===== config.mk =====
export PLATFORM = sky130hd
export DESIGN_NAME = add_out_collector_flat
export DESIGN_NICKNAME = d
export VERILOG_FILES = /design/src/rtl/add_out_collector_pkg.sv /design/src/rtl/add_out_collector_if.sv /design/src/rtl/add_out_collector_sync_fifo.sv /design/src/rtl/add_out_collector.sv /design/src/flat_wrapper.sv
export SDC_FILE = /design/constraint.sdc
export NUM_CORES = 2
export LEC_CHECK = 0
export CORE_MARGIN = 8
export CORE_UTILIZATION = 60
export CTS_BUF_LIST = sky130_fd_sc_hd__clkbuf_16
export DETAILED_ROUTE_END_ITERATION = 12
export PLACE_DENSITY = 0.78
export SYNTH_ARGS = -nofsm -noshare
export SYNTH_HDL_FRONTEND = slang
export SYNTH_SLANG_ARGS = --single-unit

===== constraint.sdc =====
create_clock -name clk -period 12.4 [get_ports clk]
set_input_delay 1.86 -clock clk [delete_from_list [all_inputs] [get_ports clk]]
set_output_delay 1.86 -clock clk [all_outputs]
set_load 0.1 [all_outputs]

===== src/rtl/add_out_collector_pkg.sv =====
// Shared constants for the quantized ADD output collector: element widths, lane count
// and the job state encodings.
package add_out_collector_pkg;

    localparam int INT8_SIZE = 8;
    localparam int ADD_LANES = 8;

    typedef logic [1:0] state_t;

    localparam state_t ST_IDLE  = 2'd0;
    localparam state_t ST_RUN   = 2'd1;
    localparam state_t ST_DRAIN = 2'd2;
    localparam state_t ST_DONE  = 2'd3;

endpackage


===== src/rtl/add_out_collector_if.sv =====
// Ready/valid vector stream leaving the collector: lane data, per-lane keep and a
// job-final flag.
interface add_out_collector_if
    import add_out_collector_pkg::*;
#(
    parameter int MAX_VECTOR_SIZE = ADD_LANES
) ();

    logic [INT8_SIZE*MAX_VECTOR_SIZE-1:0] tdata;
    logic [MAX_VECTOR_SIZE-1:0]           tkeep;
    logic                                 tlast;
    logic                                 tvalid;
    logic                                 tready;

    modport master (
        output tdata,
        output tkeep,
        output tlast,
        output tvalid,
        input  tready
    );

    modport slave (
        input  tdata,
        input  tkeep,
        input  tlast,
        input  tvalid,
        output tready
    );

endinterface


===== src/rtl/add_out_collector_sync_fifo.sv =====
// Synchronous FIFO whose head word lives in an output register backed by a storage
// array; total capacity is DEPTH entries including the head.
module add_out_collector_sync_fifo #(
    parameter int WIDTH = 8,
    parameter int DEPTH = 16
) (
    input  logic                       clk,
    input  logic                       rst,
    input  logic                       i_wr_en,
    input  logic [WIDTH-1:0]           i_wr_data,
    input  logic                       i_rd_en,
    output logic [WIDTH-1:0]           o_rd_data,
    output logic                       o_full,
    output logic                       o_empty,
    output logic [$clog2(DEPTH+1)-1:0] o_count
);

    localparam int PTR_W = $clog2(DEPTH);
    localparam int CNT_W = $clog2(DEPTH + 1);

    logic [WIDTH-1:0] r_mem [DEPTH];
    logic [PTR_W-1:0] r_wr_ptr;
    logic [PTR_W-1:0] r_rd_ptr;
    logic [CNT_W-1:0] r_mem_count;
    logic [WIDTH-1:0] r_out_data;
    logic             r_out_valid;

    logic w_load_out;
    logic w_mem_empty;
    logic w_bypass;
    logic w_mem_wr;
    logic w_mem_rd;

    // The head register refills whenever it is empty or being popped; a write that
    // finds the array empty goes straight into it.
    assign w_load_out  = !r_out_valid || i_rd_en;
    assign w_mem_empty = (r_mem_count == '0);
    assign w_bypass    = i_wr_en && w_load_out && w_mem_empty;
    assign w_mem_wr    = i_wr_en && !w_bypass;
    assign w_mem_rd    = w_load_out && !w_mem_empty;

    // NOTE: the storage array has no reset; only pointers and counts need a known
    // value, which keeps the array mappable onto RAM.
    always_ff @(posedge clk) begin
        if (w_mem_wr) begin
            r_mem[r_wr_ptr] <= i_wr_data;
        end
    end

    always_ff @(posedge clk) begin
        if (rst) begin
            r_wr_ptr    <= '0;
            r_rd_ptr    <= '0;
            r_mem_count <= '0;
            r_out_data  <= '0;
            r_out_valid <= 1'b0;
        end else begin
            if (w_mem_wr) begin
                r_wr_ptr <= r_wr_ptr + PTR_W'(1);
            end
            if (w_mem_rd) begin
                r_rd_ptr <= r_rd_ptr + PTR_W'(1);
            end
            case ({w_mem_wr, w_mem_rd})
                2'b10:   r_mem_count <= r_mem_count + CNT_W'(1);
                2'b01:   r_mem_count <= r_mem_count - CNT_W'(1);
                default: r_mem_count <= r_mem_count;
            endcase
            if (w_load_out) begin
                if (!w_mem_empty) begin
                    r_out_data  <= r_mem[r_rd_ptr];
                    r_out_valid <= 1'b1;
                end else if (i_wr_en) begin
                    r_out_data  <= i_wr_data;
                    r_out_valid <= 1'b1;
                end else begin
                    r_out_valid <= 1'b0;
                end
            end
        end
    end

    assign o_rd_data = r_out_data;
    assign o_empty   = !r_out_valid;
    assign o_count   = r_mem_count + CNT_W'(r_out_valid);
    assign o_full    = (o_count == CNT_W'(DEPTH));

endmodule


===== src/rtl/add_out_collector.sv =====
// Collects 8-lane int8 ADD results into a FIFO, streams them out with keep/last, and
// hands credits back to the issue logic so the ADD pipeline cannot overrun the buffer.
module add_out_collector
    import add_out_collector_pkg::*;
#(
    parameter int MAX_VECTOR_SIZE = ADD_LANES,
    parameter int FIFO_DEPTH      = 16,
    parameter int CNT_W           = 32
) (
    input  logic                                 clk,
    input  logic                                 rst,
    input  logic                                 start_i,
    input  logic [CNT_W-1:0]                     total_len_i,
    output logic                                 busy_o,
    output logic                                 done_o,
    input  logic                                 issue_i,
    output logic                                 issue_ok_o,
    input  logic [INT8_SIZE*MAX_VECTOR_SIZE-1:0] add_data_i,
    input  logic                                 add_valid_i,
    add_out_collector_if.master                  m_axis,
    output logic                                 overflow_o,
    output logic                                 stray_o
);

    localparam int DATA_W  = INT8_SIZE * MAX_VECTOR_SIZE;
    localparam int ENTRY_W = DATA_W + MAX_VECTOR_SIZE + 1;
    localparam int CRED_W  = $clog2(FIFO_DEPTH + 1);
    localparam int LANE_SH = $clog2(MAX_VECTOR_SIZE);
    localparam logic [CRED_W-1:0] CRED_FULL = CRED_W'(FIFO_DEPTH);

    state_t              r_state;
    logic [CNT_W-1:0]    r_rem;
    logic [CNT_W:0]      r_vec_left;
    logic [CRED_W-1:0]   r_credits;
    logic                r_issue_ok;
    logic                r_overflow;
    logic                r_stray;

    logic [CNT_W:0]              w_vec_total;
    logic [MAX_VECTOR_SIZE-1:0]  w_keep;
    logic [DATA_W-1:0]           w_lane_data;
    logic                        w_last;
    logic                        w_push_req;
    logic                        w_push;
    logic                        w_push_drop;
    logic                        w_pop;
    logic                        w_full;
    logic                        w_empty;
    logic                        w_credit_err;
    logic [CRED_W-1:0]           w_credits_nxt;
    logic [ENTRY_W-1:0]          w_rd_entry;
    logic [CRED_W-1:0]           w_unused_count;

    // Extra top bit keeps len + 7 from wrapping for lengths near 2^CNT_W - 1.
    assign w_vec_total = ({1'b0, total_len_i} + (CNT_W+1)'(MAX_VECTOR_SIZE - 1)) >> LANE_SH;

    // NOTE: every always_comb output gets a default before any conditional logic so
    // no path leaves it unassigned and no latch is inferred.
    always_comb begin
        w_keep      = '0;
        w_lane_data = '0;
        for (int i = 0; i < MAX_VECTOR_SIZE; i++) begin
            w_keep[i] = (r_rem > CNT_W'(i));
            w_lane_data[i*INT8_SIZE +: INT8_SIZE] =
                w_keep[i] ? add_data_i[i*INT8_SIZE +: INT8_SIZE] : '0;
        end
    end

    assign w_last      = (r_rem <= CNT_W'(MAX_VECTOR_SIZE));
    assign w_push_req  = add_valid_i && (r_state == ST_RUN);
    assign w_pop       = !w_empty && m_axis.tready;
    assign w_push      = w_push_req && (!w_full || w_pop);
    assign w_push_drop = w_push_req && !w_push;

    add_out_collector_sync_fifo #(
        .WIDTH (ENTRY_W),
        .DEPTH (FIFO_DEPTH)
    ) u_fifo (
        .clk       (clk),
        .rst       (rst),
        .i_wr_en   (w_push),
        .i_wr_data ({w_lane_data, w_keep, w_last}),
        .i_rd_en   (w_pop),
        .o_rd_data (w_rd_entry),
        .o_full    (w_full),
        .o_empty   (w_empty),
        .o_count   (w_unused_count)
    );

    assign m_axis.tdata  = w_rd_entry[ENTRY_W-1 -: DATA_W];
    assign m_axis.tkeep  = w_rd_entry[MAX_VECTOR_SIZE:1];
    assign m_axis.tlast  = w_rd_entry[0];
    assign m_axis.tvalid = !w_empty;

    // A simultaneous issue and pop cancel; an issue with no credit left is an error
    // and the counter holds at zero.
    always_comb begin
        w_credits_nxt = r_credits;
        if (issue_i && !w_pop) begin
            if (r_credits != '0) begin
                w_credits_nxt = r_credits - CRED_W'(1);
            end
        end else if (w_pop && !issue_i) begin
            if (r_credits != CRED_FULL) begin
                w_credits_nxt = r_credits + CRED_W'(1);
            end
        end
    end

    assign w_credit_err = issue_i && (r_credits == '0);

    // NOTE: sequential state uses non-blocking assignments so every register samples
    // the pre-edge values of the others, independent of statement order.
    always_ff @(posedge clk) begin
        if (rst) begin
            r_state    <= ST_IDLE;
            r_rem      <= '0;
            r_vec_left <= '0;
        end else begin
            case (r_state)
                ST_IDLE: begin
                    if (start_i) begin
                        r_rem      <= total_len_i;
                        r_vec_left <= w_vec_total;
                        r_state    <= (total_len_i == '0) ? ST_DONE : ST_RUN;
                    end
                end
                ST_RUN: begin
                    if (w_push_req) begin
                        r_rem      <= w_last ? '0 : r_rem - CNT_W'(MAX_VECTOR_SIZE);
                        r_vec_left <= r_vec_left - (CNT_W+1)'(1);
                        if (r_vec_left == (CNT_W+1)'(1)) begin
                            r_state <= ST_DRAIN;
                        end
                    end
                end
                ST_DRAIN: begin
                    if (w_pop && m_axis.tlast) begin
                        r_state <= ST_DONE;
                    end
                end
                ST_DONE: begin
                    r_state <= ST_IDLE;
                end
                default: begin
                    r_state <= ST_IDLE;
                end
            endcase
        end
    end

    always_ff @(posedge clk) begin
        if (rst) begin
            r_credits  <= CRED_FULL;
            r_issue_ok <= 1'b1;
            r_overflow <= 1'b0;
            r_stray    <= 1'b0;
        end else begin
            r_credits  <= w_credits_nxt;
            r_issue_ok <= (w_credits_nxt != '0);
            if (w_push_drop || w_credit_err) begin
                r_overflow <= 1'b1;
            end
            if (add_valid_i && (r_state != ST_RUN)) begin
                r_stray <= 1'b1;
            end
        end
    end

    assign busy_o     = (r_state == ST_RUN) || (r_state == ST_DRAIN);
    assign done_o     = (r_state == ST_DONE);
    assign issue_ok_o = r_issue_ok;
    assign overflow_o = r_overflow;
    assign stray_o    = r_stray;

endmodule


===== src/flat_wrapper.sv =====
// flat-port wrapper written by rule: the top's interface ports become plain ports
module add_out_collector_flat import add_out_collector_pkg::*;
#(
    parameter int MAX_VECTOR_SIZE = ADD_LANES,
    parameter int FIFO_DEPTH      = 16,
    parameter int CNT_W           = 32
)
  (clk, rst, start_i, total_len_i, busy_o, done_o, issue_i, issue_ok_o, add_data_i, add_valid_i, overflow_o, stray_o, m_axis_tdata, m_axis_tkeep, m_axis_tlast, m_axis_tvalid, m_axis_tready);
  add_out_collector_if #(.MAX_VECTOR_SIZE(MAX_VECTOR_SIZE)) m_axis_i ();
  input  logic clk;
  input  logic rst;
  input  logic start_i;
  input  logic [CNT_W-1:0] total_len_i;
  output logic busy_o;
  output logic done_o;
  input  logic issue_i;
  output logic issue_ok_o;
  input  logic [INT8_SIZE*MAX_VECTOR_SIZE-1:0] add_data_i;
  input  logic add_valid_i;
  output logic overflow_o;
  output logic stray_o;
  output wire logic [$bits(m_axis_i.tdata)-1:0] m_axis_tdata;
  output wire logic [$bits(m_axis_i.tkeep)-1:0] m_axis_tkeep;
  output wire logic [$bits(m_axis_i.tlast)-1:0] m_axis_tlast;
  output wire logic [$bits(m_axis_i.tvalid)-1:0] m_axis_tvalid;
  input wire logic [$bits(m_axis_i.tready)-1:0] m_axis_tready;
  assign m_axis_tdata = m_axis_i.tdata;
  assign m_axis_tkeep = m_axis_i.tkeep;
  assign m_axis_tlast = m_axis_i.tlast;
  assign m_axis_tvalid = m_axis_i.tvalid;
  assign m_axis_i.tready = m_axis_tready;
  add_out_collector #(.MAX_VECTOR_SIZE(MAX_VECTOR_SIZE), .FIFO_DEPTH(FIFO_DEPTH), .CNT_W(CNT_W)) u_core (.clk(clk), .rst(rst), .start_i(start_i), .total_len_i(total_len_i), .busy_o(busy_o), .done_o(done_o), .issue_i(issue_i), .issue_ok_o(issue_ok_o), .add_data_i(add_data_i), .add_valid_i(add_valid_i), .m_axis(m_axis_i), .overflow_o(overflow_o), .stray_o(stray_o));
endmodule

Word-level counts from Yosys, hierarchy flattened:

Memory sizes are Yosys's and may differ from the RTL's. A register that Yosys moved wholly into a read port is not among the register bits.
Cells that the tools add are included.
Widths: inputs -> output; s select.

* memory bits (writable): 1168
* logic and storage cells: 115
* memories: 1
* output and inout bits: 79
* register bits after elaboration: 162
* ROM bits: 0
* input bits: 102
* bits in latches: 0

* multiplexer cells: 34
* multipliers: 0
* divide/modulo/power cells: 0
* magnitude comparators: 9
* $add $sub $neg: 10
* shifts and indexed selects: 0
* reductions and logical operators: 35
* equal/unequal tests: 14
* bitwise gates (word level): 0

Memory list
* u_core.u_fifo.r_mem: depth 16, bits a word 73, rd ports 1, clocked after Yosys merged registers in 1, wr ports 1, RTL line add_out_collector_sync_fifo.sv:21 `logic [WIDTH-1:0] r_mem [DEPTH];`

Operators by type and width (number)
* $mux 73: 2
* $gt 32x3->1 const B: 4
* $mux 32: 3
* $mux 33: 2
* $pmux 33 s2: 1
* $gt 32x1->1 const B: 2
* $gt 32x2->1 const B: 2
* $mux 8: 8
* $pmux 32 s2: 1
* $add 32x3->33 const B: 1
* $eq 33x1->1 const B: 1
* $sub 33x1->33 const B: 1
* $le 32x4->1 const B: 1
* $logic_not 32->1: 1
* $sub 32x4->32 const B: 1
* $mux 5: 4
* $logic_and 1x1->1: 13
* $add 5x1->5 const B: 2
* $logic_not 5->1: 2
* $mux 2: 5
* $pmux 5 s2: 1
* $reduce_bool 5->1: 2
* $sub 5x1->5 const B: 2
* $add 4x1->4 const B: 2
* 17 further kinds: 38

Longest topological paths before layout:

* depth in word-level cells: 11
* depth in mapped cells: 16
* gate-level depth less buffers: 15

By module:

Synthesis repeated with hierarchy kept, for this count alone.

* cell total of the unflattened synthesis: 3168
* area, all modules: 53689.0 µm²

By module, submodules not included
* add_out_collector_sync_fifo: cells an instance 2408, instances 1, seq. area each 36895.4 µm², area each 48127.4 µm²
* add_out_collector: cells an instance 760, instances 1, seq. area each 1501.4 µm², area each 5561.6 µm²

Worst setup path before layout:

Ideal clock, no wire load.

* kind: input-to-reg
* from: in m_axis_tready
* to: mem u_core.u_fifo.r_mem[2][0] in the netlist's numbering (enable)
* stages: 7
* path buffers: 1
* required time: 11806 ps
* slack: 3984 ps
* library setup time: 594 ps
* data arrival time: 7822 ps
* cells stage by stage: and2_1 -> clkbuf_1 -> a2111o_1 -> o21bai_1 -> nor2_1 -> nand2_1 -> nor3_1

* cells in the longest elaborated chain, start to end: 9
* elaborated cells on any way between the ends: 10
* classes of those cells: 2 x mux; 8 x reduce/logical

RTL lines
* from (decl): RTL line flat_wrapper.sv:26 `input wire logic [$bits(m_axis_i.tready)-1:0] m_axis_tready;`
* $logic_and 1x1->1 *: RTL line add_out_collector.sv:71 `assign w_pop = !w_empty && m_axis.tready;`
* $logic_or 1x1->1: RTL line add_out_collector.sv:72 `assign w_push = w_push_req && (!w_full || w_pop);`
* $logic_and 1x1->1: RTL line add_out_collector.sv:72
* $logic_and 1x1->1 (2 in series): RTL line add_out_collector_sync_fifo.sv:38 `assign w_bypass = i_wr_en && w_load_out && w_mem_empty;`
* $logic_not 1->1: RTL line add_out_collector_sync_fifo.sv:39 `assign w_mem_wr = i_wr_en && !w_bypass;`
* $logic_and 1x1->1 *: RTL line add_out_collector_sync_fifo.sv:39
* $mux 1 *: RTL line add_out_collector_sync_fifo.sv:45 `if (w_mem_wr) begin`
* $mux 1 (implied by the code) *: RTL line add_out_collector_sync_fifo.sv:46 `r_mem[r_wr_ptr] <= i_wr_data;`
* to (decl): RTL line add_out_collector_sync_fifo.sv:21

Every way passes the cells marked *; elsewhere a longest branch is shown, timed or not.

Worst setup path in the final report:

* from: in m_axis_tready
* to: mem u_core.u_fifo.r_mem[8][70] in the netlist's numbering (enable)

Same word-level chain as after synthesis.

==> run summary <==
Input and output buffers added on the ports amount to 180. After detailed routing, the number of remaining DRC violations is 0. The dominant register cell in the synthesized netlist was edfxtp_1. The die area was 0.09887 mm2; the time the worst path needs with I/O delays and setup was 5352 ps.

Walking the worst path, the cells encountered are clkdlybuf4s50_1 -> and2_1 -> a2111o_1 -> o21bai_1 -> nor2_1 -> nand2_1 -> nor2_4 -> buf_4 -> buf_4. When the netlist entered floorplanning its net count stood at 3165. Headroom to the max-slew limit came out at 9.824%.

The worst setup path is launched from an input port. Across the run, the number of max-cap violations was 0. The run gives 0 as the number of hold violations in the final report.

The count of nets after finishing is 3351. The final critical path takes up 43.16% of the cycle. The post-cts sizing count came out at 0. For the setup violation total in the final timing report, the log shows 0. The standard-cell row count was 109.

For the via count of the first global-routing pass, the log shows 32240. Yosys attributes the largest share of cell area to edfxtp_1 (66%), mux4_2 (12%), dfxtp_1 (6.2%). The all-layer global routing usage came out at 27.42%.

Synthesized flop and latch total: 1334. STA puts the critical path data arrival time at 5700 ps. Of the cells placed in the final design, the portion with a size suffix greater than 1 is 18.44%. The number of routed nets with antenna violations came out at 0. VDD sags by at most 0.2198 mV.

The run finished with clean final reports. The total overflow left after global routing is 0. The setup fix buffers added after clock tree synthesis is 0.

Derived from the worst setup path, the maximum achievable clock frequency is 0.1869 GHz. For the final core utilization, the log shows 68.88%. The number of different library cells used by synthesis comes to 71.

The worst hold path belongs to the class reg2reg. The most numerous cell type found on the critical path is buf_4. Dividing total power by cell area gives a power density of 229.1 mW/mm2. The tools report the clock buffer count from CTS as 134. Measured along the x axis, the die boundary spans 314.4 um. Sequential cells were found to cover 71.86% of the synthesized design area.

For the count of hold buffers inserted by post-cts repair, the log shows 0. In the synthesized netlist the async set-or-reset flop fraction comes to 0%. In the routed layout, each cell is associated on average with a via count of 6.957. Setup repair after global routing left no endpoint under its margin. Relative to the synthesized area, the layout overhead comes to 13.92%. In the final timing run, aggregate negative setup slack is 0 ps.

In this run, synthesis inferred 1168 flip-flops with an integrated enable. Before antenna repair, the detailed router went through 7 iterations. STA classifies the critical path endpoint as a flip-flop. The floorplan step defined a core boundary enclosing 0.08837 mm2. The cell area that synthesis handed to floorplanning was 0.05344 mm2. The total detailed-routing wirelength was 136700 um.

In the final routed layout, each cell accounts on average for 30.41 um. The cell count after synthesis came out at 3041. For the worst setup path, the data required time is 12750 ps. The first-pass GRT wire length was 203800 um; the maximum net fanout on the critical path was 37.

For the initial antenna violation count, the log shows 2. The average cell area after synthesis was 17.57 um2. In this run the clock root is driven by a clkbuf_16. Maximum level of the CTS H-tree: 4. The largest total area in the synthesized netlist belongs to edfxtp_1. Clock skew on the completed layout was measured at 31.86 ps. The placer's final routability congestion estimate was 0.8494; the longest individual stage delay on the worst path was 700 ps. After synthesis, the largest area contributor takes up 65.64% of total cell area.

For the HPWL reported at the end of detailed placement, the log shows 69550 um. The source-to-sink clock delay at the later pin of the worst-skew pair was 750 ps. The final count of pins violating max slew was 0; the diode insertion count for antenna repair was 0.

The largest net degree at the start of global routing is 171, and the register clock-pin slew on the reported worst setup and hold paths is 60 ps. Kind of critical path: in2reg. Clock tree synthesis found a total of 1334 sinks. In this run the deepest clock path goes through 3 buffers.

The die is 314.4 um tall. For this design, the slowest cell found on the critical path is buf_4. The effective utilization at floorplan is 60.47%, and the initial DRC count is 4320.

The logs give 31270 for the via total after detailed routing and 18.93 nW for the static power due to leakage. At the pin with the least slew margin, the transition time is 1353 ps. For the number of warnings reported in the yosys synthesis log, the log shows 0. TritonCTS built the clock tree. For this design the top-level I/O count stands at 181.
[metrics by stage]
step | instance area (um2) | hold slack (ps) | setup WS, ps | std cells | power, W
floorplan | 53440 | 458.5 | 3984 | 3041 | 0.008789
global placement | 56610 | 448.0 | 6573 | 4256 | 0.009851
detailed placement | 56610 | 478.4 | 6399 | 4256 | 0.009989
CTS | 60870 | 489.7 | 7151 | 4495 | 0.01395
global route | 60870 | 510.0 | 6876 | 4495 | 0.01446
finish | 60870 | 488.7 | 7048 | 4495 | 0.01395
[path summary, 6_finish.rpt]
kind	start	end	slack, ps	cells past startpoint
max	m_axis_tready	u_core.u_fifo.r_mem[8][70]	7050	9
min	u_core.u_fifo.o_rd_data[7]	u_core.u_fifo.o_rd_data[7]	490	2
max reg2reg	flip-flop	u_core.u_fifo.o_rd_data[7]	7800	8
min reg2reg	u_core.u_fifo.o_rd_data[7]	u_core.u_fifo.o_rd_data[7]	490	2
[cells by family (layout without fill, tap and decap cells)]
family	Yosys count	count (layout)	share of synthesized area, %
flops	1334	1334	71.86
buf+inv	211	500	1.538
fa+ha+maj	22	22	0.5151
mux	344	344	13.40
xor+xnor	55	55	0.9015
simple gates	614	614	5.905
compound gates	461	461	5.884
[synthesized netlist by cell type, types with 4 or more instances]
cell,number
a311oi_1,33
a31oi_1,19
o22ai_1,5
mux4_2,295
nor4b_1,5
nor2b_1,15
a22oi_1,124
nand2b_1,12
a21oi_1,117
nand3_1,35
ha_1,22
mux2i_1,28
buf_1,32
nor2_1,176
nor3_1,111
a21o_1,5
o21a_1,6
buf_2,12
and2_1,60
o21ai_0,48
a211oi_1,47
dfxtp_1,166
nand2_1,70
o31ai_1,4
nand4_1,27
or4_1,13
nor4_2,5
edfxtp_1,1168
o211ai_1,7
mux2_2,21
inv_1,22
or2_2,7
clkbuf_1,143
and3_1,8
o31a_1,7
xnor2_1,33
a221oi_1,4
or3_1,22
nor4_1,33
xor2_1,22
[area by class of cell]
class | instances | area, um2
multi-input combinational | 1496 | 14390
sequential | 1334 | 38410
tap | 1165 | 1458
clock buffer | 138 | 3453
timing repair buffer | 239 | 2271
fill | 5437 | 27500
clock inverter | 101 | 814.5
inverter | 22 | 82.58
[registers in the layout, summed over array words and instances, names as in the netlist, named ones only]
| name | cells |
|---|---|
| u_core.overflow_o | 1 |
| u_core.r_vec_left | 33 |
| u_core.u_fifo.r_mem | 1168 |
| u_core.u_fifo.r_wr_ptr | 4 |
| u_core.u_fifo.r_rd_ptr | 4 |
| u_core.stray_o | 1 |
| u_core.r_rem | 32 |
| u_core.u_fifo.r_out_valid | 1 |
| u_core.issue_ok_o | 1 |
| u_core.u_fifo.o_rd_data | 73 |
| u_core.r_state | 2 |
| u_core.u_fifo.r_mem_count | 5 |
| u_core.r_credits | 5 |
[power by group]
part / switching [W] / internal [W]
Combinational: 0.00287 / 0.00159
Clock: 0.00170 / 0.00225
Sequential: 0.000289 / 0.00524
[cell usage in the layout (no fill, tap or decap), drive strengths merged, types with 11 or more instances in the layout]
master            n
or4              15
buf              60
bufinv           11
a22oi           124
ha               22
clkbuf          138
mux2             21
nand2            70
clkinv           55
nand4            27
nand2b           12
nor2            176
nand3            35
dfxtp           166
o21ai            48
mux2i            28
a211oi           47
a31oi            19
and2             60
nor2b            15
a21oi           119
xnor2            33
a311oi           33
mux4            295
clkdlybuf4s50   179
or3              22
inv              53
nor3            112
edfxtp         1168
nor4             39
xor2             22
[critical path: cells and delay by family]
family                 cells  cell delay (ps)
buffers and inverters      3             1820
AOI/OAI and AO/OA          2              350
and+or+nand+nor            4             1600
[routing by layer]
layer | up-vias | GRT usage [%] | share of wire (%)
li1 | 12790 | - | -
met1 | 15960 | 35.91 | 37
met2 | 2163 | 45.88 | 50
met3 | 361 | 5.368 | 9.6
met4 | 2 | 10.18 | 3.4
met5 | - | 0 | 0.0095
(Power assumes the default switching activity.)
